[src/rtl/uart_pkg.sv]
// Shared UART definitions: receiver state encoding, oversampling default,
// and the baud_select-to-divisor table used by both transmitter and receiver.
package uart_pkg;

  localparam int unsigned OVERSAMPLE_DEFAULT = 16;
  localparam int unsigned SEL_W              = 3;
  localparam int unsigned DATA_W             = 8;
  localparam int unsigned DIV_W              = 10;

  typedef enum logic [2:0] {
    IDLE   = 3'd0,
    START  = 3'd1,
    DATA   = 3'd2,
    PARITY = 3'd3,
    STOP   = 3'd4
  } rx_state_t;

  // Result of one completed frame as presented on the receiver outputs.
  typedef struct packed {
    logic [DATA_W-1:0] data;
    logic              perror;
    logic              ferror;
  } rx_result_t;

  // System clock cycles per oversampling tick, 16 MHz clock, 16 ticks per bit.
  function automatic logic [DIV_W-1:0] baud_divisor(input logic [SEL_W-1:0] sel);
    logic [DIV_W-1:0] div;
    div = DIV_W'(9);
    case (sel)
      3'd0: div = DIV_W'(833);  // 1200
      3'd1: div = DIV_W'(417);  // 2400
      3'd2: div = DIV_W'(208);  // 4800
      3'd3: div = DIV_W'(104);  // 9600
      3'd4: div = DIV_W'(52);   // 19200
      3'd5: div = DIV_W'(26);   // 38400
      3'd6: div = DIV_W'(17);   // 57600
      3'd7: div = DIV_W'(9);    // 115200
      default: div = DIV_W'(9);
    endcase
    return div;
  endfunction

  function automatic logic majority3(input logic a, input logic b, input logic c);
    return (a & b) | (a & c) | (b & c);
  endfunction

endpackage

[src/rtl/uart_receiver_if.sv]
// Receiver-side UART signal bundle: line, control and frame result outputs.
interface uart_receiver_if;
  import uart_pkg::*;

  logic [SEL_W-1:0]  baud_select;
  logic              Rx_EN;
  logic              RxD;
  logic [DATA_W-1:0] Rx_DATA;
  logic              Rx_VALID;
  logic              Rx_PERROR;
  logic              Rx_FERROR;

  modport master (
    output baud_select, Rx_EN, RxD,
    input  Rx_DATA, Rx_VALID, Rx_PERROR, Rx_FERROR
  );

  modport slave (
    input  baud_select, Rx_EN, RxD,
    output Rx_DATA, Rx_VALID, Rx_PERROR, Rx_FERROR
  );

endinterface

[src/rtl/baud_controller.sv]
// Oversampling tick generator: one-clk sample_ENABLE pulse every
// baud_divisor(baud_select) clocks, used as a clock enable downstream.
module baud_controller
  import uart_pkg::*;
(
  input  logic             reset,
  input  logic             clk,
  input  logic [SEL_W-1:0] baud_select,
  output logic             sample_ENABLE
);

  logic [DIV_W-1:0] div_cnt;
  logic [DIV_W-1:0] div_last_c;

  assign div_last_c = baud_divisor(baud_select) - DIV_W'(1);

  // >= rather than == so a smaller divisor selected in idle wraps at once
  always_ff @(posedge clk or posedge reset) begin
    if (reset) begin
      div_cnt       <= '0;
      sample_ENABLE <= 1'b0;
    end else if (div_cnt >= div_last_c) begin
      div_cnt       <= '0;
      sample_ENABLE <= 1'b1;
    end else begin
      div_cnt       <= div_cnt + DIV_W'(1);
      sample_ENABLE <= 1'b0;
    end
  end

endmodule

[src/rtl/uart_receiver.sv]
// Oversampling UART receiver: start, 8 data bits LSB first, even parity, stop.
// Define UART_RX_MAJORITY_EN to take each bit as the 2-of-3 vote of ticks 7, 8, 9.
module uart_receiver
  import uart_pkg::*;
#(
  parameter int unsigned OVERSAMPLE = OVERSAMPLE_DEFAULT
) (
  input  logic            clk,
  input  logic            reset,
  uart_receiver_if.slave  bus
);

  localparam int unsigned HALF  = OVERSAMPLE / 2;
  localparam int unsigned CNT_W = $clog2(OVERSAMPLE + 1);
  localparam int unsigned IDX_W = $clog2(DATA_W);

  logic              sample_enable;
  logic              rxd_meta;
  logic              rxd_s;
  rx_state_t         state;
  rx_state_t         state_nxt;
  logic [CNT_W-1:0]  tick_cnt;
  logic [CNT_W-1:0]  tick_cnt_nxt;
  logic [IDX_W-1:0]  bit_idx;
  logic [IDX_W-1:0]  bit_idx_nxt;
  logic [DATA_W-1:0] shift_reg;
  logic [DATA_W-1:0] shift_nxt;
  logic              parity_bit;
  logic              parity_nxt;
  rx_result_t        result_q;
  rx_result_t        result_nxt;
  logic              valid_q;
  logic              valid_nxt;
  logic              decide_c;
  logic              bit_val_c;

  baud_controller u_baud (
    .reset         (reset),
    .clk           (clk),
    .baud_select   (bus.baud_select),
    .sample_ENABLE (sample_enable)
  );

  // Two-flop synchronizer; idles high like the line
  always_ff @(posedge clk or posedge reset) begin
    if (reset) begin
      rxd_meta <= 1'b1;
      rxd_s    <= 1'b1;
    end else begin
      rxd_meta <= bus.RxD;
      rxd_s    <= rxd_meta;
    end
  end

`ifdef UART_RX_MAJORITY_EN
  logic [1:0] early_samp;

  // Line value at ticks 7 and 8; the vote completes with tick 9
  always_ff @(posedge clk or posedge reset) begin
    if (reset) begin
      early_samp <= 2'b11;
    end else if (sample_enable && tick_cnt == CNT_W'(HALF - 2)) begin
      early_samp[0] <= rxd_s;
    end else if (sample_enable && tick_cnt == CNT_W'(HALF - 1)) begin
      early_samp[1] <= rxd_s;
    end
  end

  assign decide_c  = sample_enable && (tick_cnt == CNT_W'(HALF));
  assign bit_val_c = majority3(early_samp[0], early_samp[1], rxd_s);
`else
  assign decide_c  = sample_enable && (tick_cnt == CNT_W'(HALF - 1));
  assign bit_val_c = rxd_s;
`endif

  always_ff @(posedge clk or posedge reset) begin
    if (reset) state <= IDLE;
    else       state <= state_nxt;
  end

  // tick_cnt holds the number of ticks already seen in the current bit (1..OVERSAMPLE)
  always_comb begin
    state_nxt    = state;
    tick_cnt_nxt = tick_cnt;
    bit_idx_nxt  = bit_idx;
    shift_nxt    = shift_reg;
    parity_nxt   = parity_bit;
    result_nxt   = result_q;
    valid_nxt    = 1'b0;

    if (!bus.Rx_EN) begin
      state_nxt    = IDLE;
      tick_cnt_nxt = '0;
    end else if (sample_enable) begin
      if (state != IDLE) begin
        tick_cnt_nxt = (tick_cnt == CNT_W'(OVERSAMPLE)) ? CNT_W'(1) : tick_cnt + CNT_W'(1);
      end
      case (state)
        IDLE: begin
          if (!rxd_s) begin
            state_nxt    = START;
            tick_cnt_nxt = CNT_W'(1);
            bit_idx_nxt  = '0;
          end
        end
        START: begin
          if (decide_c) state_nxt = bit_val_c ? IDLE : DATA;
        end
        DATA: begin
          if (decide_c) begin
            shift_nxt[bit_idx] = bit_val_c;
            bit_idx_nxt        = bit_idx + IDX_W'(1);
            if (bit_idx == IDX_W'(DATA_W - 1)) state_nxt = PARITY;
          end
        end
        PARITY: begin
          if (decide_c) begin
            parity_nxt = bit_val_c;
            state_nxt  = STOP;
          end
        end
        STOP: begin
          // Back to IDLE straight after the sample so an immediate start bit is caught
          if (decide_c) begin
            result_nxt.data   = shift_reg;
            result_nxt.perror = parity_bit ^ (^shift_reg);
            result_nxt.ferror = ~bit_val_c;
            valid_nxt         = ~(parity_bit ^ (^shift_reg)) & bit_val_c;
            state_nxt         = IDLE;
          end
        end
        default: state_nxt = IDLE;
      endcase
    end
  end

  always_ff @(posedge clk or posedge reset) begin
    if (reset) begin
      tick_cnt   <= '0;
      bit_idx    <= '0;
      shift_reg  <= '0;
      parity_bit <= 1'b0;
      result_q   <= '0;
      valid_q    <= 1'b0;
    end else begin
      tick_cnt   <= tick_cnt_nxt;
      bit_idx    <= bit_idx_nxt;
      shift_reg  <= shift_nxt;
      parity_bit <= parity_nxt;
      result_q   <= result_nxt;
      valid_q    <= valid_nxt;
    end
  end

  assign bus.Rx_DATA   = result_q.data;
  assign bus.Rx_PERROR = result_q.perror;
  assign bus.Rx_FERROR = result_q.ferror;
  assign bus.Rx_VALID  = valid_q;

endmodule

[src/flat_wrapper.sv]
// flat-port wrapper written by rule: the top's interface ports become plain ports
module uart_receiver_flat import uart_pkg::*;
#(
  parameter int unsigned OVERSAMPLE = OVERSAMPLE_DEFAULT
)
  (clk, reset, bus_baud_select, bus_Rx_EN, bus_RxD, bus_Rx_DATA, bus_Rx_VALID, bus_Rx_PERROR, bus_Rx_FERROR);
  uart_receiver_if bus_i ();
  input  logic clk;
  input  logic reset;
  input wire logic [$bits(bus_i.baud_select)-1:0] bus_baud_select;
  input wire logic [$bits(bus_i.Rx_EN)-1:0] bus_Rx_EN;
  input wire logic [$bits(bus_i.RxD)-1:0] bus_RxD;
  output wire logic [$bits(bus_i.Rx_DATA)-1:0] bus_Rx_DATA;
  output wire logic [$bits(bus_i.Rx_VALID)-1:0] bus_Rx_VALID;
  output wire logic [$bits(bus_i.Rx_PERROR)-1:0] bus_Rx_PERROR;
  output wire logic [$bits(bus_i.Rx_FERROR)-1:0] bus_Rx_FERROR;
  assign bus_i.baud_select = bus_baud_select;
  assign bus_i.Rx_EN = bus_Rx_EN;
  assign bus_i.RxD = bus_RxD;
  assign bus_Rx_DATA = bus_i.Rx_DATA;
  assign bus_Rx_VALID = bus_i.Rx_VALID;
  assign bus_Rx_PERROR = bus_i.Rx_PERROR;
  assign bus_Rx_FERROR = bus_i.Rx_FERROR;
  uart_receiver #(.OVERSAMPLE(OVERSAMPLE)) u_core (.clk(clk), .reset(reset), .bus(bus_i));
endmodule
[config.mk]
export PLATFORM = sky130hd
export DESIGN_NAME = uart_receiver_flat
export DESIGN_NICKNAME = d
export VERILOG_FILES = /design/src/rtl/uart_pkg.sv /design/src/rtl/uart_receiver_if.sv /design/src/rtl/baud_controller.sv /design/src/rtl/uart_receiver.sv /design/src/flat_wrapper.sv
export SDC_FILE = /design/constraint.sdc
export NUM_CORES = 1
export LEC_CHECK = 0
export ABC_AREA = 1
export CAP_MARGIN = 20
export CORE_MARGIN = 2
export CORE_UTILIZATION = 59
export CTS_CLUSTER_DIAMETER = 100
export DETAILED_ROUTE_END_ITERATION = 16
export PLACE_DENSITY = 0.76
export SLEW_MARGIN = 20
export SYNTH_ARGS = -nofsm -noshare
export SYNTH_HDL_FRONTEND = slang
export SYNTH_SLANG_ARGS = --single-unit
[constraint.sdc]
create_clock -name clk -period 1.92 [get_ports clk]
set_input_delay 0.576 -clock clk [delete_from_list [all_inputs] [get_ports clk]]
set_output_delay 0.576 -clock clk [all_outputs]
set_load 0.03 [all_outputs]
### Word level (Yosys, flattened, before mapping)

Memory sizes are Yosys's and may differ from the RTL's.
Cells that the tools add are included.

| cells by class | value |
|---|---|
| add/subtract/negate cells | 4 |
| $mul | 0 |
| div/mod/pow operators | 0 |
| $lt $le $gt $ge | 3 |
| equality and inequality tests | 16 |
| shift operators | 0 |
| muxes and demuxes | 28 |
| bitwise gates (word level) | 4 |
| reduce and logical (&&, ||, !) cells | 11 |

Operators with widths:

| kind | count |
|---|---|
| two-way mux 3 bit | 10 |
| two-way mux 5 bit | 6 |
| != test 3 x 2 -> 1 bit, second input constant | 5 |
| one-hot mux 3 bit (5 select lines) | 1 |
| AND reduction 4 bit | 3 |
| adder 10 x 1 -> 10 bit, second input constant | 1 |
| >= comparator 10 bit | 1 |
| two-way mux 10 bit | 1 |
| subtractor 10 x 1 -> 10 bit, second input constant | 1 |
| bitwise mux 8 bit | 1 |
| parity 8 bit | 1 |
| AND reduction 7 bit | 1 |
| == test 3 x 2 -> 1 bit, second input constant | 2 |
| == test 3 bit, second input constant | 2 |
| two-way mux 1 bit | 6 |
| one-hot mux 3 bit (2 select lines) | 1 |
| adder 5 x 1 -> 5 bit, second input constant | 1 |
| == test 5 x 3 -> 1 bit, second input constant | 1 |
| == test 5 bit, second input constant | 1 |
| AND reduction 5 bit | 1 |
| < comparator 3 x 4 -> 1 bit, second input constant | 1 |
| != test 2 x 1 -> 1 bit, second input constant | 2 |
| adder 3 x 1 -> 3 bit, second input constant | 1 |
| demux 1 bit (select 3 bit) | 1 |
| other kinds (12) | 14 |

| storage, ports and cells | value |
|---|---|
| register bits | 44 |
| bits in latches | 0 |
| RAM bits | 0 |
| ROM bits | 80 |
| input port bits | 7 |
| logic and storage cells | 80 |
| memories | 1 |

Memory list:

| memory | depth | width | read ports | clocked after memory_dff | write ports | line | text |
|---|---|---|---|---|---|---|---|
| (name not given) | 8 | 10 | 1 | 0 | 0 | uart_pkg.sv:29 | `case (sel)` |

### Longest topological paths before layout

| depth | value |
|---|---|
| depth after elaboration | 8 |
| depth in mapped cells | 17 |
| depth with buffers taken out | 16 |

### Modules after synthesis

Synthesis repeated with hierarchy kept, for this count alone.

| unflattened totals | value |
|---|---|
| cell total of the unflattened synthesis | 398 |
| area total of the unflattened synthesis | 2897.8 µm² |

By module, submodules not included:

| module | times used | cells each | area an instance (µm²) | sequential area each (µm²) |
|---|---|---|---|---|
| uart_receiver | 1 | 252 | 1848.0 | 828.3 |
| baud_controller | 1 | 146 | 1049.8 | 275.3 |

### Worst setup path after synthesis

No wires, ideal clock.

| path | value |
|---|---|
| path type | in2reg |
| start | input bus_baud_select[2] |
| end | register u_core.u_baud.div_cnt[7] |
| setup time | 0.121 ns |
| arrival time | 2.579 ns |
| required time | 1.799 ns |
| path slack | -0.780 ns |
| stages | 16 |
| cell sequence | buf_4 inv_1 ha_1 ha_1 nand3_1 nor2_1 nand2_1 xor2_1 inv_1 ha_1 nand2_1 nor2_1 nand3_1 nand3_1 buf_2 nor2_1 |

| on the way | value |
|---|---|
| longest elaborated chain between the ends | 4 |

RTL lines:

| what | line | text |
|---|---|---|
| start, declared | flat_wrapper.sv:10 | `input wire logic [$bits(bus_i.baud_select)-1:0] bus_baud_select;` |
| memory (8 x 10 bit) | n/a |  |
| subtractor 10 x 1 -> 10 bit | baud_controller.sv:15 | `assign div_last_c = baud_divisor(baud_select) - DIV_W'(1);` |
| >= comparator 10 bit | baud_controller.sv:22 | `end else if (div_cnt >= div_last_c) begin` |
| two-way mux 10 bit | baud_controller.sv:22 |  |
| end signal, assigned | baud_controller.sv:26 | `div_cnt <= div_cnt + DIV_W'(1);` |
| end, declared | baud_controller.sv:12 | `logic [DIV_W-1:0] div_cnt;` |

No other way between the ends.
A chain may end at the register's enable or synchronous reset.

### Worst setup path after layout

| path | value |
|---|---|
| start | input bus_baud_select[0] |
| end | register u_core.u_baud.div_cnt[6] |

The elaborated chain is that of the path after synthesis.

==> impl_metrics.toml <==
[run_status]
status = "complete, but fails checks"
violations = "setup timing"

[timing]
tightestPinTransition_ps = 367
finalCritPeriodShare = 1.21
report.final.hold_viol_count = 0
rsz0062_at_grt = "yes"
slew_violations = 0
clock_skew_ps = 10.1
min_period_ps = 2330
max_freq_mhz = 430
slew_headroom = 0.753
setup_viol = 11
fin_ws_ps = -407

[hold_path]
min_to = "u_core.bit_val_c$_DFF_PP1_"
holdPathStages = 0
holdCritPathClass = "flop to flop"
worstHoldStart = "u_core.rxd_meta$_DFF_PP1_"

[pwr]
p_total_mw = 2.84
power.density_nw_per_um2 = 780
vdd_drop_max_mv = 0.622
seq_power_share = 0.423
power.internal_mw = 1.71
combPwrFrac = 0.376
p_clk_frac = 0.201
switchingPower_mw = 1.14
power_leakage_nw = 1.80
swShare = 0.399

[global_routing]
grt_overflow_total = 0
grt_max_degree = 45
grtUsageTotal = 0.248
antenna_found_initial = 0
grt_pass1_vias = 2311
grt_pass1_wl_mm = 10.3

[placement]
place_ws_ps = -1220
gp_congestion = 0.879
post-dp-hpwl_mm = 3.96
numPortBuffers = 17

[finish]
area_growth_pct = 29.1
num-fill-cells = 312
fin_util = 0.782
diodes = 0
drive_gt1_frac = 0.251
largest_reg_flops = 10
multi_input_area_um2 = 1780
layout.nets = 442
seq_area_um2 = 1100

[die]
die_h_um = 73.2
start_util = 0.606
io_pins = 18
core_region_area_um2 = 4660
fp.dieW_um = 73.2
die_area_um2 = 5360
rows = 25

[route]
drc = 0
vias_per_cell = 5.54
num_vias = 2592
drt_pass1_iterations = 5
wire_per_inst_um = 14.3
drtAntennaViolNets = 0
drtIter0Drc = 140
drt_wl_total_mm = 6.70

[clock_tree]
cts_tree = "yes"
insertion_delay_ps = 300
cts_max_path_buffers = 2
cts_sinks = 44
cts_max_level = 2
root_buffer = "clkbuf_8"
numCtsBuffers = 5
holdBufCountCts = 0
cts.clk_slew.worst_paths_ps = 80

[logic_synthesis]
synthCells = 365
syn_area_um2 = 2820
postSynthAreaPerCell_um2 = 7.74
ys_seq_elements = 44
ys_seq_area_frac = 0.391
ys_async_sr_fraction = 1.00
synth_edf_count = 0
ys.flop_type = "dfrtp_1"
ys_warn_count = 0
ys_types = 33
syn_nets = 394

[setup_path]
slowest_stage = "ha_4"
r2r_start = "u_core.tick_cnt[1]$_DFFE_PP0N_"
r2r-end = "u_core.state[0]$_DFFE_PP0P_"
cp.arrival_ps = 2510
slowest_delay_ps = 280
r2r_cells = 10
startpoint_type = "primary input"
worstSetupEndpointType = "flop"
crit_chain = "buf_8 > buf_6 > ha_4 > nand2_4 > ha_4 > nand3_4 > nor2_4 > nand2_2 > xor2_2 > inv_2 > ha_4 > nand2_4 > nor2_4 > nand3_4 > nand3_4 > nor3_2"
path_max_fanout = 5
cp.required_ps = 2100
path_class = "primary input to flop"
r2r_slack_ps = 310

[run]
cap_violations = 0
[power groups by stage]
stage | registers [mW] | clock network, mW | logic, mW
after floorplan | 1.17 | 0 | 0.673
after global placement | 1.21 | 0 | 0.824
after detailed placement | 1.21 | 0 | 0.854
after CTS | 1.19 | 0.584 | 1.02
after global routing | 1.22 | 0.614 | 1.21
final | 1.20 | 0.572 | 1.07
[cell usage in the layout (no fill, tap or decap), types with 3 or more instances in the layout]
master,Yosys,routed
nand3_4,1,6
buf_6,2,4
nand3_1,23,18
inv_1,44,39
xor2_1,11,9
nand4_1,14,14
nor2_2,3,10
dfrtp_1,42,42
ha_1,22,14
nand2_2,2,10
xnor2_1,5,5
o21ai_1,8,7
buf_4,1,25
nor2_4,3,6
ha_4,0,6
o21ai_2,0,3
nand2_4,1,4
a21oi_1,12,10
nand2_1,97,86
nor2_1,39,29
clkbuf_8,0,5
o21ai_0,14,12
nor3_2,1,3
clkdlybuf4s50_1,0,9
dlymetal6s2s_1,0,5
[kinds of logic after synthesis]
family / synth area share
XOR/XNOR: 0.0496
AND/OR/NAND/NOR: 0.303
AO/OA/AOI/OAI: 0.0824
adder cells (fa/ha/maj): 0.0975
buffers and inverters: 0.0771
flip-flops: 0.391
[critical path: cells and delay by family]
family	cells	cell delay [ps]
xor+xnor	1	180
buf+inv	3	300
fa+ha+maj	3	580
simple gates	9	860
[synthesized netlist by cell type (2+ instances only)]
| library cell | count | area share |
|---|---|---|
| o21ai_0 | 14 | 0.025 |
| nor2_4 | 3 | 0.012 |
| buf_6 | 2 | 0.0080 |
| ha_1 | 22 | 0.097 |
| nand2_2 | 2 | 0.0044 |
| xor2_1 | 11 | 0.034 |
| inv_1 | 44 | 0.058 |
| nand2_1 | 97 | 0.13 |
| nand4_1 | 14 | 0.031 |
| nor2_1 | 39 | 0.052 |
| nor3_1 | 4 | 0.0071 |
| a211oi_1 | 2 | 0.0053 |
| o21ai_1 | 8 | 0.014 |
| a22oi_1 | 2 | 0.0053 |
| dfstp_2 | 2 | 0.019 |
| dfrtp_1 | 42 | 0.37 |
| a21oi_1 | 12 | 0.021 |
| o21a_1 | 2 | 0.0053 |
| xnor2_1 | 5 | 0.016 |
| nand3_1 | 23 | 0.041 |
| nor2_2 | 3 | 0.0066 |
[through the flow]
step           hold WS, ps  area (um^2)  cells  setup TNS [ps]
6_report               359         3650    468           -4340
5_1_grt                365         3650    468           -5440
4_1_cts                360         3550    467           -3350
3_5_place_dp           347         3230    451          -13210
3_3_place_gp           347         3230    451          -12290
2_1_floorplan          345         2880    365           -5220
[how the worst max path moves through the flow]
| stage | startpoint | endpoint | slack, ps | cells after the start |
|---|---|---|---|---|
| floorplan | bus_baud_select[2] | u_core.u_baud.div_cnt[6]$_DFF_PP0_ | -500 | 16 |
| global placement | bus_baud_select[2] | u_core.u_baud.div_cnt[2]$_DFF_PP0_ | -1120 | 13 |
| detailed placement | bus_baud_select[1] | u_core.u_baud.div_cnt[2]$_DFF_PP0_ | -1220 | 16 |
| CTS | bus_baud_select[0] | u_core.u_baud.div_cnt[7]$_DFF_PP0_ | -320 | 16 |
| global route | bus_baud_select[0] | u_core.u_baud.div_cnt[6]$_DFF_PP0_ | -510 | 17 |
| finish | bus_baud_select[0] | u_core.u_baud.div_cnt[6]$_DFF_PP0_ | -410 | 16 |
[per-layer routing]
metal  up-vias  wire, um  GRT usage  part of all wire
met5         -         0          0                 0
met4         0       112     0.0700             0.017
met3        12       190     0.0442             0.028
met2        61      3450      0.433              0.51
met1      1234      2950      0.311              0.44
li1       1285         -          -                 -
[cell type report]
type                            instances  area share
Clock inverter                          2     0.00343
Tap cell                               54      0.0185
Multi-Input combinational cell        271       0.489
Sequential cell                        44       0.303
Timing Repair Buffer                   45       0.115
Inverter                               46      0.0511
Clock buffer                            6      0.0199
[repair_timing]
item,4_1_cts,5_1_grt
setup endpoints to repair,11,16
gates cloned,1,0
gates resized for setup,57,26
setup buffers,7,1
endpoints found under the hold margin,0,0
pin swaps,29,17
No activity file was read; power rests on OpenSTA's default activity.
